--- config.mk ---
export PLATFORM = sky130hd
export DESIGN_NAME = twosum_arb_ctrl
export DESIGN_NICKNAME = d
export VERILOG_FILES = /design/src/rtl/twosum_arb_ctrl.sv
export SDC_FILE = /design/constraint.sdc
export NUM_CORES = 1
export LEC_CHECK = 0
export CORE_AREA = 4 4 85 87
export DETAILED_ROUTE_END_ITERATION = 7
export DIE_AREA = 0 0 89 91
export PLACE_DENSITY = 0.92
export SYNTH_ARGS = -nofsm -noshare
export SYNTH_HDL_FRONTEND = slang
export SYNTH_SLANG_ARGS = --single-unit
export TNS_END_PERCENT = 100
--- constraint.sdc ---
create_clock -name clk_i -period 5.15 [get_ports clk_i]
set_input_delay 1.2875 -clock clk_i [delete_from_list [all_inputs] [get_ports clk_i]]
set_output_delay 1.2875 -clock clk_i [all_outputs]
set_load 0.02 [all_outputs]
--- src/rtl/twosum_arb_ctrl.sv ---
`default_nettype none
// ============================================================================
// Module   : twosum_arb_ctrl
// Purpose  : Round-robin arbiter that shares one fixed-latency twosum_start
//            datapath between two requesters. Each accepted group of four FP
//            elements is issued to the datapath one cycle after the
//            handshake. A {valid, id} tag travels alongside the group, and the
//            datapath result is returned to its owning requester in issue
//            order. Each requester has an outstanding-group limit.
// Ports    : clk_i, rst_ni          - clock, asynchronous active-low reset
//            req_valid_i/ready_o   - per-requester group handshake
//            req_data_i            - two packed groups {e3,e2,e1,e0}
//            dp_e0_o..dp_e3_o      - registered operands to the datapath
//            dp_sum_*_i/error_*_i  - datapath results, DP_LAT after issue
//            res_valid_o/id_o/data_o - result stream (no backpressure)
//            idle_o                - nothing in flight and nothing requested
// Revision : 1.0 - initial release
// ============================================================================
module twosum_arb_ctrl #(
  parameter  int EXP_WIDTH_I  = 5,
  parameter  int MANT_WIDTH_I = 2,
  parameter  int DP_LAT       = 3,
  parameter  int MAX_OUT      = 4,
  localparam int BIT_WIDTH_I  = 1 + EXP_WIDTH_I + MANT_WIDTH_I
) (
  input  logic                       clk_i,
  input  logic                       rst_ni,
  input  logic [1:0]                 req_valid_i,
  output logic [1:0]                 req_ready_o,
  input  logic [2*4*BIT_WIDTH_I-1:0] req_data_i,
  output logic [BIT_WIDTH_I-1:0]     dp_e0_o,
  output logic [BIT_WIDTH_I-1:0]     dp_e1_o,
  output logic [BIT_WIDTH_I-1:0]     dp_e2_o,
  output logic [BIT_WIDTH_I-1:0]     dp_e3_o,
  input  logic [BIT_WIDTH_I-1:0]     dp_sum_a_i,
  input  logic [BIT_WIDTH_I-1:0]     dp_sum_b_i,
  input  logic [BIT_WIDTH_I-1:0]     dp_error_a_i,
  input  logic [BIT_WIDTH_I-1:0]     dp_error_b_i,
  output logic                       res_valid_o,
  output logic                       res_id_o,
  output logic [4*BIT_WIDTH_I-1:0]   res_data_o,
  output logic                       idle_o
);

  localparam int                CNT_W   = $clog2(MAX_OUT + 1);
  localparam int                GRP_W   = 4 * BIT_WIDTH_I;
  localparam logic [CNT_W-1:0]  CNT_MAX = CNT_W'(MAX_OUT);
  localparam logic [CNT_W-1:0]  CNT_ONE = CNT_W'(1);

  logic [CNT_W-1:0] cnt [2];
  logic             prio;
  logic [1:0]       eligible;
  logic [1:0]       grant;
  logic             hs;
  logic             grant_id;
  logic [GRP_W-1:0] sel_group;
  logic [1:0]       inc;
  logic [1:0]       dec;
  logic [DP_LAT:0]  tag_valid;
  logic [DP_LAT:0]  tag_id;

  // --------------------------------------------------------------------------
  // Arbitration. Ready is forced low while reset is asserted, because the
  // counters read zero then and would otherwise let a request through.
  // --------------------------------------------------------------------------
  always_comb begin
    eligible[0] = req_valid_i[0] && (cnt[0] < CNT_MAX);
    eligible[1] = req_valid_i[1] && (cnt[1] < CNT_MAX);
    grant       = 2'b00;
    if (rst_ni) begin
      if (eligible == 2'b11) begin
        grant = prio ? 2'b10 : 2'b01;
      end else begin
        grant = eligible;
      end
    end
  end

  assign req_ready_o = grant;
  assign hs          = |grant;
  assign grant_id    = grant[1];
  assign sel_group   = grant_id ? req_data_i[2*GRP_W-1:GRP_W] : req_data_i[GRP_W-1:0];

  // --------------------------------------------------------------------------
  // Priority pointer: it moves to the other requester after every handshake.
  // --------------------------------------------------------------------------
  always_ff @(posedge clk_i or negedge rst_ni) begin
    if (!rst_ni) begin
      prio <= 1'b0;
    end else if (hs) begin
      prio <= ~grant_id;
    end
  end

  // --------------------------------------------------------------------------
  // Operand register. Idle cycles drive zeros so that the datapath never sees
  // stale operands.
  // --------------------------------------------------------------------------
  always_ff @(posedge clk_i or negedge rst_ni) begin
    if (!rst_ni) begin
      dp_e0_o <= '0;
      dp_e1_o <= '0;
      dp_e2_o <= '0;
      dp_e3_o <= '0;
    end else if (hs) begin
      dp_e0_o <= sel_group[0*BIT_WIDTH_I +: BIT_WIDTH_I];
      dp_e1_o <= sel_group[1*BIT_WIDTH_I +: BIT_WIDTH_I];
      dp_e2_o <= sel_group[2*BIT_WIDTH_I +: BIT_WIDTH_I];
      dp_e3_o <= sel_group[3*BIT_WIDTH_I +: BIT_WIDTH_I];
    end else begin
      dp_e0_o <= '0;
      dp_e1_o <= '0;
      dp_e2_o <= '0;
      dp_e3_o <= '0;
    end
  end

  // --------------------------------------------------------------------------
  // Tag pipeline. Stage 0 lines up with the operand register, so the head
  // stage lines up with the datapath outputs. Bubbles carry id 0.
  // --------------------------------------------------------------------------
  always_ff @(posedge clk_i or negedge rst_ni) begin
    if (!rst_ni) begin
      tag_valid <= '0;
      tag_id    <= '0;
    end else begin
      tag_valid[0] <= hs;
      tag_id[0]    <= hs & grant_id;
      for (int k = 1; k <= DP_LAT; k++) begin
        tag_valid[k] <= tag_valid[k-1];
        tag_id[k]    <= tag_id[k-1];
      end
    end
  end

  assign res_valid_o = tag_valid[DP_LAT];
  assign res_id_o    = tag_id[DP_LAT];
  assign res_data_o  = {dp_error_b_i, dp_error_a_i, dp_sum_b_i, dp_sum_a_i};

  // --------------------------------------------------------------------------
  // Outstanding counters. A grant requires cnt < MAX_OUT, and a retire only
  // happens for a group that was counted in. Together these keep each counter
  // inside 0..MAX_OUT without explicit saturation logic.
  // --------------------------------------------------------------------------
  always_comb begin
    inc = grant;
    dec = 2'b00;
    if (res_valid_o) begin
      dec[res_id_o] = 1'b1;
    end
  end

  always_ff @(posedge clk_i or negedge rst_ni) begin
    if (!rst_ni) begin
      cnt[0] <= '0;
      cnt[1] <= '0;
    end else begin
      for (int i = 0; i < 2; i++) begin
        case ({inc[i], dec[i]})
          2'b10:   cnt[i] <= cnt[i] + CNT_ONE;
          2'b01:   cnt[i] <= cnt[i] - CNT_ONE;
          default: cnt[i] <= cnt[i];
        endcase
      end
    end
  end

  assign idle_o = (cnt[0] == '0) && (cnt[1] == '0) && (req_valid_i == 2'b00);

endmodule
`default_nettype wire

==> results.py <==
metrics = {
    "timing": {
        "tns_ns": 0,
        "rsz0062_at_grt": "false",
        "relSlewSlack_pct": 39.83,
        "skew_ns": 0.006888,
        "finalWorstSetupSlack_ns": 0.8099,
        "worst_pin_slew_ns": 0.9025,
        "max_freq_ghz": 0.2304,
        "period_share_pct": 84.27,
        "period_needed_ns": 4.340,
        "hold_viol": 0,
        "fin_hold_ws_ns": 0.3548,
        "finalSetupViolCount": 0,
        "final_max_slew_viol_count": 0,
    },
    "logic_synthesis": {
        "syn_inst": 235,
        "syn-num-nets": 339,
        "ys_warn_count": 0,
        "yosysTopAreaCell": "dfrtp_1",
        "synthDistinctLibCells": 31,
        "synth_area_um2": 2414,
        "syn_area_per_cell_um2": 10.27,
        "synth-seq-cells": 47,
        "yosysSeqAreaShare_pct": 48.73,
        "synthTopCellsByArea": "dfrtp_1 (49%), o2111ai_1 (12%), buf_4 (11%)",
        "netlist.area_leader.share_pct": 48.73,
    },
    "critical_path": {
        "worst_setup_path_start_kind": "input port",
        "slowest_stage": "or4_2",
        "arrival_ns": 3.05,
        "path_common_cell": "clkdlybuf4s50_1",
        "cp_cell_sequence": "clkdlybuf4s50_1 -> or4_2 -> nor2_1 -> clkdlybuf4s50_1",
        "crit_type": "in -> out",
        "path_buf_inv": 2,
        "cp_max_fo": 3,
        "critPathTopFamily": "buffers and inverters",
        "critPathCaptureType": "primary output",
        "cp.required_ns": 3.86,
        "slowest_delay_ns": 0.62,
    },
    "grt": {
        "grt-ovfl-total": 0,
        "grt_pass1_wl_um": 10840,
        "track_usage_pct": 17.08,
        "antenna_found_initial": 0,
        "grt_pass1_vias": 2101,
        "grt_max_degree": 82,
    },
    "final_layout": {
        "final_nets": 401,
        "diodes": 0,
        "fin_area_um2": 3296,
        "drive_above_1_share_pct": 7.047,
        "syn_to_final_growth_pct": 36.55,
        "fillCellCount": 572,
    },
    "clock_network": {
        "cts_setup_buffers": 0,
        "tritoncts": "done",
        "clk_latency_ns": 0.30,
        "cts_hold_buf": 0,
        "clk_pin_slew_ns": 0.10,
        "cts_buffers": 5,
        "cts_buffer_depth": 2,
        "clockRootBuffer": "clkbuf_8",
        "ctsResizeCount": 0,
        "cts_sinks": 47,
        "htreeDepth": 2,
    },
    "place": {
        "place_ws_ns": 0.8136,
        "portBuffers": 104,
        "place_area_um2": 3199,
        "dp_hpwl_um": 4897,
        "finalWeightedCongestion": 0.7806,
    },
    "die": {
        "row_count": 29,
        "initial_core_util_pct": 38.01,
        "die_h_um": 91,
        "dieArea_um2": 8099,
        "die_x_um": 89,
        "core-area_um2": 6350,
        "io_pins": 169,
    },
    "min_path": {
        "hold_path_class": "reg -> reg",
    },
    "routing": {
        "wl_um": 7051,
        "vias": 2015,
        "wl_per_cell_um": 18.80,
        "firstDrtPassIters": 4,
        "viasPerCell": 5.373,
        "drc": 0,
        "antenna_left": 0,
        "drtIter0Drc": 67,
    },
    "status": {
        "outcome": "completed",
    },
    "power_and_ir_drop": {
        "power.density_nw_per_um2": 385.9,
        "leakagePower_nw": 1.467,
        "peakVddDrop_uv": 373.6,
    },
    "flow_run": {
        "cap_violations": 0,
    },
}
## logic make-up after synthesis
kind of cell	count (synthesis)	synth area share (%)
flip-flops	47	48.73
AO/OA/AOI/OAI	36	12.80
XOR/XNOR	6	2.178
adder cells (fa/ha/maj)	4	2.696
buffers and inverters	61	17.26
multiplexers	1	0.4665
AND/OR/NAND/NOR	80	15.86
## cell usage after synthesis
| library cell | count |
|---|---|
| ha_1 | 2 |
| and2_1 | 1 |
| or4_2 | 1 |
| fa_1 | 2 |
| and2_4 | 1 |
| clkbuf_1 | 6 |
| inv_1 | 5 |
| buf_6 | 1 |
| buf_8 | 3 |
| nor2_1 | 3 |
| dfrtp_1 | 47 |
| nand3_1 | 32 |
| and2b_2 | 1 |
| or4_1 | 1 |
| nand2b_1 | 1 |
| a21oi_2 | 1 |
| o21a_1 | 1 |
| xor2_1 | 3 |
| buf_4 | 36 |
| o21ai_0 | 1 |
| and3b_1 | 1 |
| o2111ai_1 | 32 |
| mux2_2 | 1 |
| clkinv_1 | 1 |
| and2_2 | 1 |
| nor2b_1 | 2 |
| or3b_1 | 1 |
| nand2_1 | 34 |
| o211ai_1 | 1 |
| buf_2 | 9 |
| xnor2_1 | 3 |
## routing by layer
layer,track usage [%],part of all wire (%),vias to the layer above
met1,19.19,36,962
met4,5.583,2.3,0
met2,30.01,52,106
li1,-,-,924
met3,5.611,9.7,23
met5,0,0,-
## stage by stage
stage                      power, W  std cells  utilization [%]
after global placement     0.001014        367            50.38
after detailed placement   0.001042        367            50.38
after floorplan           0.0008617        235                -
after global routing       0.001354        375            51.90
after CTS                  0.001285        375            51.90
final                      0.001272        375            51.90
## placed cells by master (no fill, tap or decap), types with 3 or more instances in the layout
cell type and count:
nor2_1 3, xnor2_1 3, xor2_1 3, nand3_1 32, clkbuf_8 5, inv_1 5
nand2_1 34, clkdlybuf4s50_1 103, o2111ai_1 32, buf_4 7, dfrtp_1 47
## state kept, by name, indices dropped and copies added (netlist names)
signal / count
tag_id: 4
tag_valid: 4
cnt: 6
dp_e1_o: 8
dp_e0_o: 8
dp_e3_o: 8
dp_e2_o: 8
prio: 1
## worst reg2reg max path, delay by kind of cell, from the launching register on
kind | cells | cell delay (ns)
adder cells (fa/ha/maj) | 2 | 0.62
multiplexers | 1 | 0.27
AND/OR/NAND/NOR | 2 | 0.56
flip-flops | 1 | 0.43
buffers and inverters | 1 | 0.05
## worst paths after layout
kind / slack, ns / to / from / depth (start not counted)
worst max-delay path: 0.81 / idle_o / req_valid_i[0] / 4
worst min-delay path: 0.35 / tag_id[3] / tag_id[2] / 0
max in group asynchronous: 3.35 / dp_e0_o[7] / rst_ni / 2
worst max register to register: 3.11 / cnt[1] / cnt[5] / 6
worst min register to register: 0.35 / tag_id[3] / tag_id[2] / 0
min in group asynchronous: 1.22 / prio / rst_ni / 2
## cell type report
type,count,area [µm²],share of cell area (%)
multi-input cells,127,820.8,24.91
repair buffers,110,1084,32.88
inverters,6,22.52,0.6834
clock inverters,3,27.53,0.8352
well taps,77,96.34,2.923
clock buffers,5,68.82,2.088
flip-flops and latches,47,1176,35.69
## power breakdown
group	internal, W	switching (W)	total, W	leakage, nW
sequential	0.000452	0.0000462	0.000498	0.618
combinational	0.000225	0.000309	0.000534	0.802
clock	0.000101	0.000139	0.000240	0.0467
Note: power is estimated with default switching activity, not from simulation.
